### src/rtl/fp_mul_pkg.sv
// Shared floating-point multiplier types, constants and helpers.
package fp_mul_pkg;

  localparam int unsigned FP_W = 32;

  localparam logic [FP_W-1:0] FP_INF  = 32'h7F80_0000;
  localparam logic [FP_W-1:0] FP_QNAN = 32'h7FC0_0000;

  typedef struct packed {
    logic [FP_W-1:0] a;
    logic [FP_W-1:0] b;
  } fp_operand_t;

  // Ceiling log2, usable in parameter expressions.
  function automatic int unsigned clog2(input int unsigned v);
    int unsigned r;
    r = 0;
    while ((64'd1 << r) < 64'(v)) r++;
    return r;
  endfunction

endpackage

### src/rtl/fp_tag_fifo.sv
// In-order tag FIFO recording which requester owns each in-flight multiply.
module fp_tag_fifo
  import fp_mul_pkg::*;
#(
  parameter int unsigned DEPTH = 8,
  parameter int unsigned W     = 2
) (
  input  logic         clk,
  input  logic         rst,
  input  logic         push_i,
  input  logic         pop_i,
  input  logic [W-1:0] din_i,
  output logic [W-1:0] dout_o,
  output logic         full_o,
  output logic         empty_o
);

  localparam int unsigned AW = (DEPTH > 1) ? clog2(DEPTH) : 1;
  localparam int unsigned CW = clog2(DEPTH) + 1;

  logic [W-1:0]  mem_q [DEPTH];
  logic [AW-1:0] wr_ptr_q, wr_ptr_d;
  logic [AW-1:0] rd_ptr_q, rd_ptr_d;
  logic [CW-1:0] cnt_q, cnt_d;
  logic          do_push, do_pop;

  assign full_o  = (cnt_q == CW'(DEPTH));
  assign empty_o = (cnt_q == '0);
  assign do_push = push_i && !full_o;
  assign do_pop  = pop_i && !empty_o;
  assign dout_o  = mem_q[rd_ptr_q];

  // Pointers wrap naturally since DEPTH is a power of two.
  always_comb begin
    wr_ptr_d = wr_ptr_q;
    rd_ptr_d = rd_ptr_q;
    cnt_d    = cnt_q;
    if (do_push) wr_ptr_d = wr_ptr_q + AW'(1);
    if (do_pop)  rd_ptr_d = rd_ptr_q + AW'(1);
    case ({do_push, do_pop})
      2'b10:   cnt_d = cnt_q + CW'(1);
      2'b01:   cnt_d = cnt_q - CW'(1);
      default: cnt_d = cnt_q;
    endcase
  end

  always_ff @(posedge clk or negedge rst) begin
    if (!rst) begin
      wr_ptr_q <= '0;
      rd_ptr_q <= '0;
      cnt_q    <= '0;
    end else begin
      wr_ptr_q <= wr_ptr_d;
      rd_ptr_q <= rd_ptr_d;
      cnt_q    <= cnt_d;
    end
  end

  always_ff @(posedge clk) begin
    if (do_push) mem_q[wr_ptr_q] <= din_i;
  end

endmodule

### src/rtl/fp_mul_arbiter.sv
// Round-robin sharing of one pipelined multiplier among N_REQ requesters.
// Define FP_MUL_ARB_PERF_EN to add perf_issue/perf_ovf/perf_stall counters.
module fp_mul_arbiter
  import fp_mul_pkg::*;
#(
  parameter int unsigned N_REQ   = 4,
  parameter int unsigned MAX_OUT = 8,
  parameter int unsigned ID_W    = 2
) (
  input  logic                  clk,
  input  logic                  rst,
  input  logic [N_REQ-1:0]      req_vld,
  output logic [N_REQ-1:0]      req_rdy,
  input  logic [N_REQ*FP_W-1:0] req_a,
  input  logic [N_REQ*FP_W-1:0] req_b,
  output logic [N_REQ-1:0]      rsp_vld,
  output logic [FP_W-1:0]       rsp_res,
  output logic                  rsp_ovf,
  output logic [ID_W-1:0]       rsp_id,
  output logic [FP_W-1:0]       mul_a,
  output logic [FP_W-1:0]       mul_b,
  output logic                  mul_vld,
  input  logic [FP_W-1:0]       mul_res,
  input  logic                  mul_res_vld,
  input  logic                  mul_ovf,
  output logic                  busy,
  output logic                  err_unexp
`ifdef FP_MUL_ARB_PERF_EN
  ,
  output logic [31:0]           perf_issue,
  output logic [15:0]           perf_ovf,
  output logic [31:0]           perf_stall
`endif
);

  localparam int unsigned CNT_W = clog2(MAX_OUT) + 1;

  fp_operand_t      ops [N_REQ];
  fp_operand_t      mul_op_q;
  logic [CNT_W-1:0] cnt_q, cnt_d;
  logic [ID_W-1:0]  start_q, start_d;
  logic [ID_W-1:0]  scan_idx, win_id, tag;
  logic             issue_ok, accept, pop;
  logic             fifo_full, fifo_empty;
  logic             mul_vld_q, rsp_ovf_q, err_q;
  logic [N_REQ-1:0] rsp_vld_q;
  logic [FP_W-1:0]  rsp_res_q;
  logic [ID_W-1:0]  rsp_id_q;

  for (genvar g = 0; g < N_REQ; g++) begin : g_ops
    assign ops[g] = '{a: req_a[g*FP_W +: FP_W], b: req_b[g*FP_W +: FP_W]};
  end

  // Credits come from the registered count, so a slot freed this cycle is reused next cycle.
  assign issue_ok = rst && (cnt_q < CNT_W'(MAX_OUT)) && !fifo_full;
  assign pop      = mul_res_vld && !fifo_empty;

  // Search starts one past the last winner; start_q resets to requester 0.
  always_comb begin
    req_rdy  = '0;
    win_id   = '0;
    scan_idx = '0;
    accept   = 1'b0;
    for (int unsigned k = 0; k < N_REQ; k++) begin
      scan_idx = ID_W'((32'(start_q) + k) % N_REQ);
      if (!accept && issue_ok && req_vld[scan_idx]) begin
        accept = 1'b1;
        win_id = scan_idx;
      end
    end
    if (accept) req_rdy[win_id] = 1'b1;
  end

  always_comb begin
    start_d = accept ? ID_W'((32'(win_id) + 32'd1) % N_REQ) : start_q;
    case ({accept, pop})
      2'b10:   cnt_d = cnt_q + CNT_W'(1);
      2'b01:   cnt_d = cnt_q - CNT_W'(1);
      default: cnt_d = cnt_q;
    endcase
  end

  always_ff @(posedge clk or negedge rst) begin
    if (!rst) begin
      cnt_q     <= '0;
      start_q   <= '0;
      mul_vld_q <= 1'b0;
      mul_op_q  <= '0;
      rsp_vld_q <= '0;
      rsp_res_q <= '0;
      rsp_ovf_q <= 1'b0;
      rsp_id_q  <= '0;
      err_q     <= 1'b0;
    end else begin
      cnt_q     <= cnt_d;
      start_q   <= start_d;
      mul_vld_q <= accept;
      if (accept) mul_op_q <= ops[win_id];
      rsp_vld_q <= pop ? (N_REQ'(1) << tag) : '0;
      if (pop) begin
        rsp_res_q <= mul_res;
        rsp_ovf_q <= mul_ovf;
        rsp_id_q  <= tag;
      end
      err_q     <= err_q | (mul_res_vld & fifo_empty);
    end
  end

  fp_tag_fifo #(
    .DEPTH (MAX_OUT),
    .W     (ID_W)
  ) u_tag_fifo (
    .clk     (clk),
    .rst     (rst),
    .push_i  (accept),
    .pop_i   (pop),
    .din_i   (win_id),
    .dout_o  (tag),
    .full_o  (fifo_full),
    .empty_o (fifo_empty)
  );

  assign mul_vld   = mul_vld_q;
  assign mul_a     = mul_op_q.a;
  assign mul_b     = mul_op_q.b;
  assign rsp_vld   = rsp_vld_q;
  assign rsp_res   = rsp_res_q;
  assign rsp_ovf   = rsp_ovf_q;
  assign rsp_id    = rsp_id_q;
  assign err_unexp = err_q;
  assign busy      = (cnt_q != '0) || (|rsp_vld_q);

`ifdef FP_MUL_ARB_PERF_EN
  logic [31:0] perf_issue_q, perf_stall_q;
  logic [15:0] perf_ovf_q;

  always_ff @(posedge clk or negedge rst) begin
    if (!rst) begin
      perf_issue_q <= '0;
      perf_ovf_q   <= '0;
      perf_stall_q <= '0;
    end else begin
      perf_issue_q <= perf_issue_q + 32'(accept);
      perf_ovf_q   <= perf_ovf_q + 16'(pop && mul_ovf);
      perf_stall_q <= perf_stall_q + 32'((|req_vld) && !issue_ok);
    end
  end

  assign perf_issue = perf_issue_q;
  assign perf_ovf   = perf_ovf_q;
  assign perf_stall = perf_stall_q;
`endif

endmodule

### config.mk
export PLATFORM = sky130hd
export DESIGN_NAME = fp_mul_arbiter
export DESIGN_NICKNAME = d
export VERILOG_FILES = /design/src/rtl/fp_mul_pkg.sv /design/src/rtl/fp_tag_fifo.sv /design/src/rtl/fp_mul_arbiter.sv
export SDC_FILE = /design/constraint.sdc
export NUM_CORES = 1
export LEC_CHECK = 0
export CORE_MARGIN = 8
export CORE_UTILIZATION = 30
export DETAILED_ROUTE_END_ITERATION = 12
export PLACE_DENSITY = 0.73
export SETUP_SLACK_MARGIN = 0.15
export SLEW_MARGIN = 30
export SYNTH_ARGS = -nofsm -noshare
export SYNTH_HDL_FRONTEND = slang
export SYNTH_SLANG_ARGS = --single-unit
### constraint.sdc
create_clock -name clk -period 9.6 [get_ports clk]
set_input_delay 2.88 -clock clk [delete_from_list [all_inputs] [get_ports clk]]
set_output_delay 2.88 -clock clk [all_outputs]
set_load 0.01 [all_outputs]
Word level (Yosys, flattened, before mapping)
Memories as Yosys holds them, arrays and structs flattened.
Cells that the tools add are included.
- add/subtract/negate cells: 10
- multipliers: 0
- div/mod/pow operators: 0
- $lt $le $gt $ge: 8
- equality and inequality tests: 5
- shift operators: 1
- multiplexer cells: 27
- bitwise operators: 3
- reductions and logical operators: 24
- operators with widths (operator ; count):
    binary-select mux 64 bit (select 2 bit) ; 1
    two-way mux 64 bit ; 2
    one-hot mux 4 bit (2 select lines) ; 2
    < comparator 2 x 3 -> 1 bit, second input constant ; 5
    logical AND 1 bit ; 13
    two-way mux 1 bit ; 11
    adder 4 x 1 -> 4 bit, second input constant ; 2
    binary-select mux 1 bit (select 2 bit) ; 4
    two-way mux 2 bit ; 4
    two-way mux 4 bit ; 2
    subtractor 4 x 1 -> 4 bit, second input constant ; 2
    adder 3 x 1 -> 3 bit, second input constant ; 2
    zero test 1 bit ; 5
    adder 2 x 1 -> 2 bit, second input constant ; 2
    adder 2 bit, second input constant ; 2
    equality test 2 x 1 -> 1 bit, second input constant ; 2
    equality test 2 bit, second input constant ; 2
    equality test 4 bit, second input constant ; 1
    zero test 4 bit ; 1
    < comparator 4 bit, second input constant ; 1
    nonzero test 2 bit ; 2
    nonzero test 4 bit ; 1
    OR reduction 4 bit ; 1
    << shifter 1 x 2 -> 4 bit, first input constant ; 1
    7 further kinds ; 7
- register bits after elaboration: 121
- latch bits: 0
- memory bits (writable): 16
- bits in read-only memories: 0
- input port bits: 296
- output and inout bits: 110
- word-level logic and storage cells: 92
- memories kept: 1
- memories (name ; depth ; bits a word ; rd ports ; clocked after memory_dff ; wr ports ; line ; RTL):
    u_tag_fifo.mem_q ; 8 ; 2 ; 1 ; 0 ; 1 ; fp_tag_fifo.sv:21 ; logic [W-1:0] mem_q [DEPTH];

Logic depth before layout (Yosys ltp)
- word-level depth: 22
- depth in mapped cells: 12
- gate-level depth less buffers: 10

Cells and area by module
From an unflattened synthesis, not the netlist that was laid out.
- cell total of the unflattened synthesis: 827
- area total of the unflattened synthesis: 7702.4 µm²
- by module, submodules not included (module ; times used ; cells an instance ; area each (µm²)):
    fp_mul_arbiter ; 1 ; 737 ; 6441.2
    fp_tag_fifo ; 1 ; 90 ; 1261.2

Worst setup path before layout
OpenSTA, ideal clock, no wires.
- kind: input to output
- start: input req_vld[0]
- end: output req_rdy[1]
- arrival: 4285 ps
- setup slack: 2435 ps
- stages: 8
- path through: nor2b_1 > a221oi_2 > nor2_1 > nor2_2 > buf_2 > inv_1 > ha_1 > and2_1
- cells in the longest elaborated chain, start to end: 21
- elaborated cells between the ends (all ways): 32
- classes of those cells: order compare (2); mux (19); reduce/logical (11)
- ends and longest elaborated chain (item ; line ; RTL):
    from (decl) ; fp_mul_arbiter.sv:12 ; input logic [N_REQ-1:0] req_vld,
    binary-select mux 1 bit (select 2 bit) ; fp_mul_arbiter.sv:66 ; if (!accept && issue_ok && req_vld[scan_idx]) begin
    two-way mux 1 bit (not written as such) ; fp_mul_arbiter.sv:66 ;
    logical AND 1 bit ; fp_mul_arbiter.sv:66 ;
    two-way mux 1 bit ; fp_mul_arbiter.sv:66 ;
    zero test 1 bit ; fp_mul_arbiter.sv:66 ;
    logical AND 1 bit (2 in series) ; fp_mul_arbiter.sv:66 ;
    two-way mux 1 bit ; fp_mul_arbiter.sv:66 ;
    zero test 1 bit ; fp_mul_arbiter.sv:66 ;
    [... 4 more ...] ; n/a ;
    logical AND 1 bit (2 in series) ; fp_mul_arbiter.sv:66 ;
    two-way mux 2 bit * ; fp_mul_arbiter.sv:66 ;
    net u_tag_fifo.din_i[1] ; fp_tag_fifo.sv:12 ; input logic [W-1:0] din_i,
    < comparator 2 x 3 -> 1 bit (not written as such) or >= comparator 2 x 1 -> 1 bit (tied branches) ; fp_mul_arbiter.sv:71 ; if (accept) req_rdy[win_id] = 1'b1;
    logical AND 1 bit (not written as such) ; fp_mul_arbiter.sv:71 ;
    two-way mux 1 bit (not written as such) ; fp_mul_arbiter.sv:71 ;
    demux 1 bit (select 2 bit) * ; fp_mul_arbiter.sv:71 ;
    two-way mux 4 bit * ; fp_mul_arbiter.sv:71 ;
    to (decl) ; fp_mul_arbiter.sv:13 ; output logic [N_REQ-1:0] req_rdy,
The timed path passes the listed nets; every way through them passes the cells marked *. The select of a mux whose other input is x is not followed.

Worst setup path in the final report
- start: input req_vld[0]
- end: output req_rdy[0]
- cells in the longest elaborated chain, start to end: 21
- elaborated cells between the ends (all ways): 32
- classes of those cells: order compare (2); mux (19); reduce/logical (11)
- ends and longest elaborated chain (item ; line):
    binary-select mux 1 bit (select 2 bit) ; fp_mul_arbiter.sv:66
    two-way mux 1 bit (not written as such) ; fp_mul_arbiter.sv:66
    logical AND 1 bit ; fp_mul_arbiter.sv:66
    two-way mux 1 bit ; fp_mul_arbiter.sv:66
    zero test 1 bit ; fp_mul_arbiter.sv:66
    logical AND 1 bit (2 in series) ; fp_mul_arbiter.sv:66
    two-way mux 1 bit ; fp_mul_arbiter.sv:66
    zero test 1 bit ; fp_mul_arbiter.sv:66
    [... 3 more ...] ; n/a
    zero test 1 bit ; fp_mul_arbiter.sv:66
    logical AND 1 bit (2 in series) ; fp_mul_arbiter.sv:66
    two-way mux 2 bit ; fp_mul_arbiter.sv:66
    < comparator 2 x 3 -> 1 bit (not written as such) or >= comparator 2 x 1 -> 1 bit (tied branches) ; fp_mul_arbiter.sv:71
    logical AND 1 bit (not written as such) ; fp_mul_arbiter.sv:71
    two-way mux 1 bit (not written as such) ; fp_mul_arbiter.sv:71
    demux 1 bit (select 2 bit) ; fp_mul_arbiter.sv:71
    two-way mux 4 bit * ; fp_mul_arbiter.sv:71
Every way passes the cells marked *; elsewhere a longest branch is shown, timed or not. The select of a mux whose other input is x is not followed.

==> results.json <==
{
  "cp_max_fo": 14,
  "die_w_um": 181,
  "fin_crit_ns": 8.02,
  "fp.dieArea_um2": 32700,
  "worstReg2RegEnd": "mul_b[6]$_DFFE_PN0P_",
  "hold_viol": 0,
  "clk_latency_ns": 0.42,
  "post-place-ws_ns": 1.57,
  "synth_commonest_cells": "nand2_1, dfrtp_1, nor2_1",
  "setup_viol": 0,
  "final_cell_count_no_fill": 1596,
  "portBuffers": 405,
  "synth.distinct_cells": 47,
  "path_clk_slew_ns": 0.06,
  "cts_hold_buf": 0,
  "cp_data_arrival_time_ns": 5.14,
  "gr-usage-all-layers": 0.191,
  "die_y_um": 181,
  "synthArstFlopShare": 0.883,
  "placement_rows": 60,
  "dpl.cell_count": 1561,
  "cts_root_buffer": "clkbuf_16",
  "setup-tns-final_ns": 0,
  "wl_um": 31900,
  "p_per_area_nw_per_um2": 253,
  "worst_pin_slew_ns": 0.907,
  "drt_iter0_drc": 481,
  "drc": 0,
  "outcome": "finished clean",
  "worstSetupEndpointType": "primary output",
  "ys_seq_elements": 137,
  "numClockSinks": 137,
  "maxSlewHeadroom": 0.395,
  "cts_resized": 0,
  "syn_to_final_growth_pct": 58.2,
  "crit_chain": "clkdlybuf4s50_1 -> or4_4 -> nand3_4 -> nor2_4 -> inv_1 -> ha_1 -> and2_1 -> clkdlybuf4s50_1",
  "fmax_ghz": 0.125,
  "post_cts_buffers": 0,
  "grt_pass1_wl_um": 49500,
  "drv_slew": 0,
  "grt_max_degree": 82,
  "viasPerCell": 5.03,
  "cts_tree": "yes",
  "rrSetupSlack_ns": 6.77,
  "yosysSeqAreaShare": 0.431,
  "gp_congestion": 0.856,
  "synthTopCellsByArea": "dfrtp_1, nand2_1, a311oi_2, o211a_1, edfxtp_1",
  "p_total_w": 0.00326,
  "core_region_area_um2": 26800,
  "netlist_area_um2": 8140,
  "synth.most_common_cell": "nand2_1",
  "layout_setup_ws_ns": 1.58,
  "dpl.hpwl_um": 23100,
  "cpPeakStageDelay_ns": 0.59,
  "rsz0062_at_grt": "no",
  "ys.flop_type": "dfrtp_1",
  "grt_pass1_vias": 8372,
  "required_ns": 6.72,
  "layout-drive-gt1-share": 0.0966,
  "crit_end": "req_rdy[0]",
  "clk_path_buf_depth": 2,
  "vdd_drop_max_uv": 121,
  "maxCapViolCount": 0,
  "crit_start": "req_vld[0]",
  "nets": 1547,
  "r2r_cells": 7,
  "syn_inst": 875,
  "cts_max_level": 4,
  "antenna_found_initial": 4,
  "start_util": 0.304,
  "cpMaxStageDelayCell": "or4_4",
  "vias": 8029,
  "worstSetupStartpointType": "primary input",
  "yosysTopAreaCell": "dfrtp_1",
  "period_share": 0.836,
  "crit_top_cell": "clkdlybuf4s50_1",
  "numCtsBuffers": 17,
  "path_class": "in -> out",
  "r2r_start": "start_q[1]$_DFFE_PN0P_",
  "ant_nets": 0,
  "skew_ns": 0.0125,
  "hp-class": "reg -> reg",
  "synth_top_area_frac": 0.372,
  "synth-edff-count": 16,
  "grt_overflow": 0,
  "syn_avg_cell_area_um2": 9.30,
  "dr.pass1.iters": 5,
  "io_pins": 406,
  "wl_per_cell_um": 20.0,
  "syn_nets": 1183,
  "power.leakage_nw": 5.81,
  "yosysWarnings": 0
}
==> layer usage <==
layer,GRT usage,vias up,share of wire
met3,0.0742,40,0.094
met2,0.319,360,0.49
met4,0.0661,2,0.024
met5,0,-,0.00028
li1,-,3789,-
met1,0.220,3838,0.40
==> area by class of cell <==
type / count / area (um^2)
Sequential cell: 137 / 3510
Timing Repair Buffer: 418 / 4160
Tap cell: 341 / 427
Antenna cell: 3 / 7.51
Clock buffer: 18 / 429
Fill cell: 2520 / 13900
Multi-Input combinational cell: 595 / 3980
Inverter: 70 / 263
Clock inverter: 14 / 111
==> per-stage QoR <==
stage | hold slack [ns] | instance area, um^2 | utilization
after floorplan | 0.457 | 8140 | -
after global placement | 0.440 | 12300 | 0.460
after detailed placement | 0.451 | 12300 | 0.460
after CTS | 0.477 | 12900 | 0.480
after global routing | 0.495 | 12900 | 0.480
final | 0.474 | 12900 | 0.480
==> worst min-delay path by stage <==
stage | from | to | slack [ns] | depth (start not counted)
floorplan | u_tag_fifo.cnt_q[3]$_DFFE_PN0P_ | u_tag_fifo.cnt_q[3]$_DFFE_PN0P_ | 0.46 | 1
finish | rsp_res[10]$_DFFE_PN0P_ | rsp_res[10]$_DFFE_PN0P_ | 0.47 | 2
global placement | err_unexp$_DFF_PN0_ | err_unexp$_DFF_PN0_ | 0.44 | 1
detailed placement | err_unexp$_DFF_PN0_ | err_unexp$_DFF_PN0_ | 0.45 | 1
global route | rsp_res[19]$_DFFE_PN0P_ | rsp_res[19]$_DFFE_PN0P_ | 0.49 | 2
CTS | rsp_res[29]$_DFFE_PN0P_ | rsp_res[29]$_DFFE_PN0P_ | 0.48 | 2
==> cell families after synthesis <==
group / synth area share
buf+inv: 0.0816
simple gates: 0.230
fa+ha+maj: 0.0184
compound gates: 0.207
flops: 0.431
mux: 0.0163
xor+xnor: 0.0151
==> where the power goes <==
part | internal [W] | total (W) | switching, W
clock | 0.000335 | 0.000610 | 0.000275
sequential | 0.000824 | 0.000985 | 0.000161
combinational | 0.000830 | 0.00167 | 0.000836
total | 0.00199 | 0.00326 | 0.00127
==> placed cells by master, fill, tap and decap left out, drive strengths merged, types with 2 or more instances in the layout <==
master / n
a21o: 2
a21oi: 5
a311oi: 64
and2: 5
buf: 14
clkbuf: 18
clkdlybuf4s50: 404
clkinv: 5
clkinvlp: 3
dfrtp: 121
diode: 3
edfxtp: 16
ha: 12
inv: 76
mux2: 2
mux2i: 2
mux4: 4
nand2: 244
nand2b: 4
nand3: 3
nand3b: 3
nand4: 64
nor2: 74
nor2b: 3
nor3: 3
nor3b: 2
nor4: 4
nor4b: 2
o211a: 64
o21a: 2
o21ai: 5
xnor2: 6
xor2: 8
==> registers in the layout, indices dropped and copies added (netlist names), 2 cells and up <==
| name | flops |
|---|---|
| u_tag_fifo.mem_q | 16 |
| cnt_q | 4 |
| u_tag_fifo.wr_ptr_q | 3 |
| u_tag_fifo.rd_ptr_q | 3 |
| mul_b | 32 |
| rsp_res | 32 |
| start_q | 2 |
| rsp_id | 2 |
| rsp_vld | 4 |
| u_tag_fifo.cnt_q | 4 |
| mul_a | 32 |
==> worst max-delay path, delay by kind of cell <==
kind,cells,cell delay (ns)
fa+ha+maj,1,0.14
buf+inv,3,1.11
simple gates,4,1.01
No activity file was read; power rests on OpenSTA's default activity.
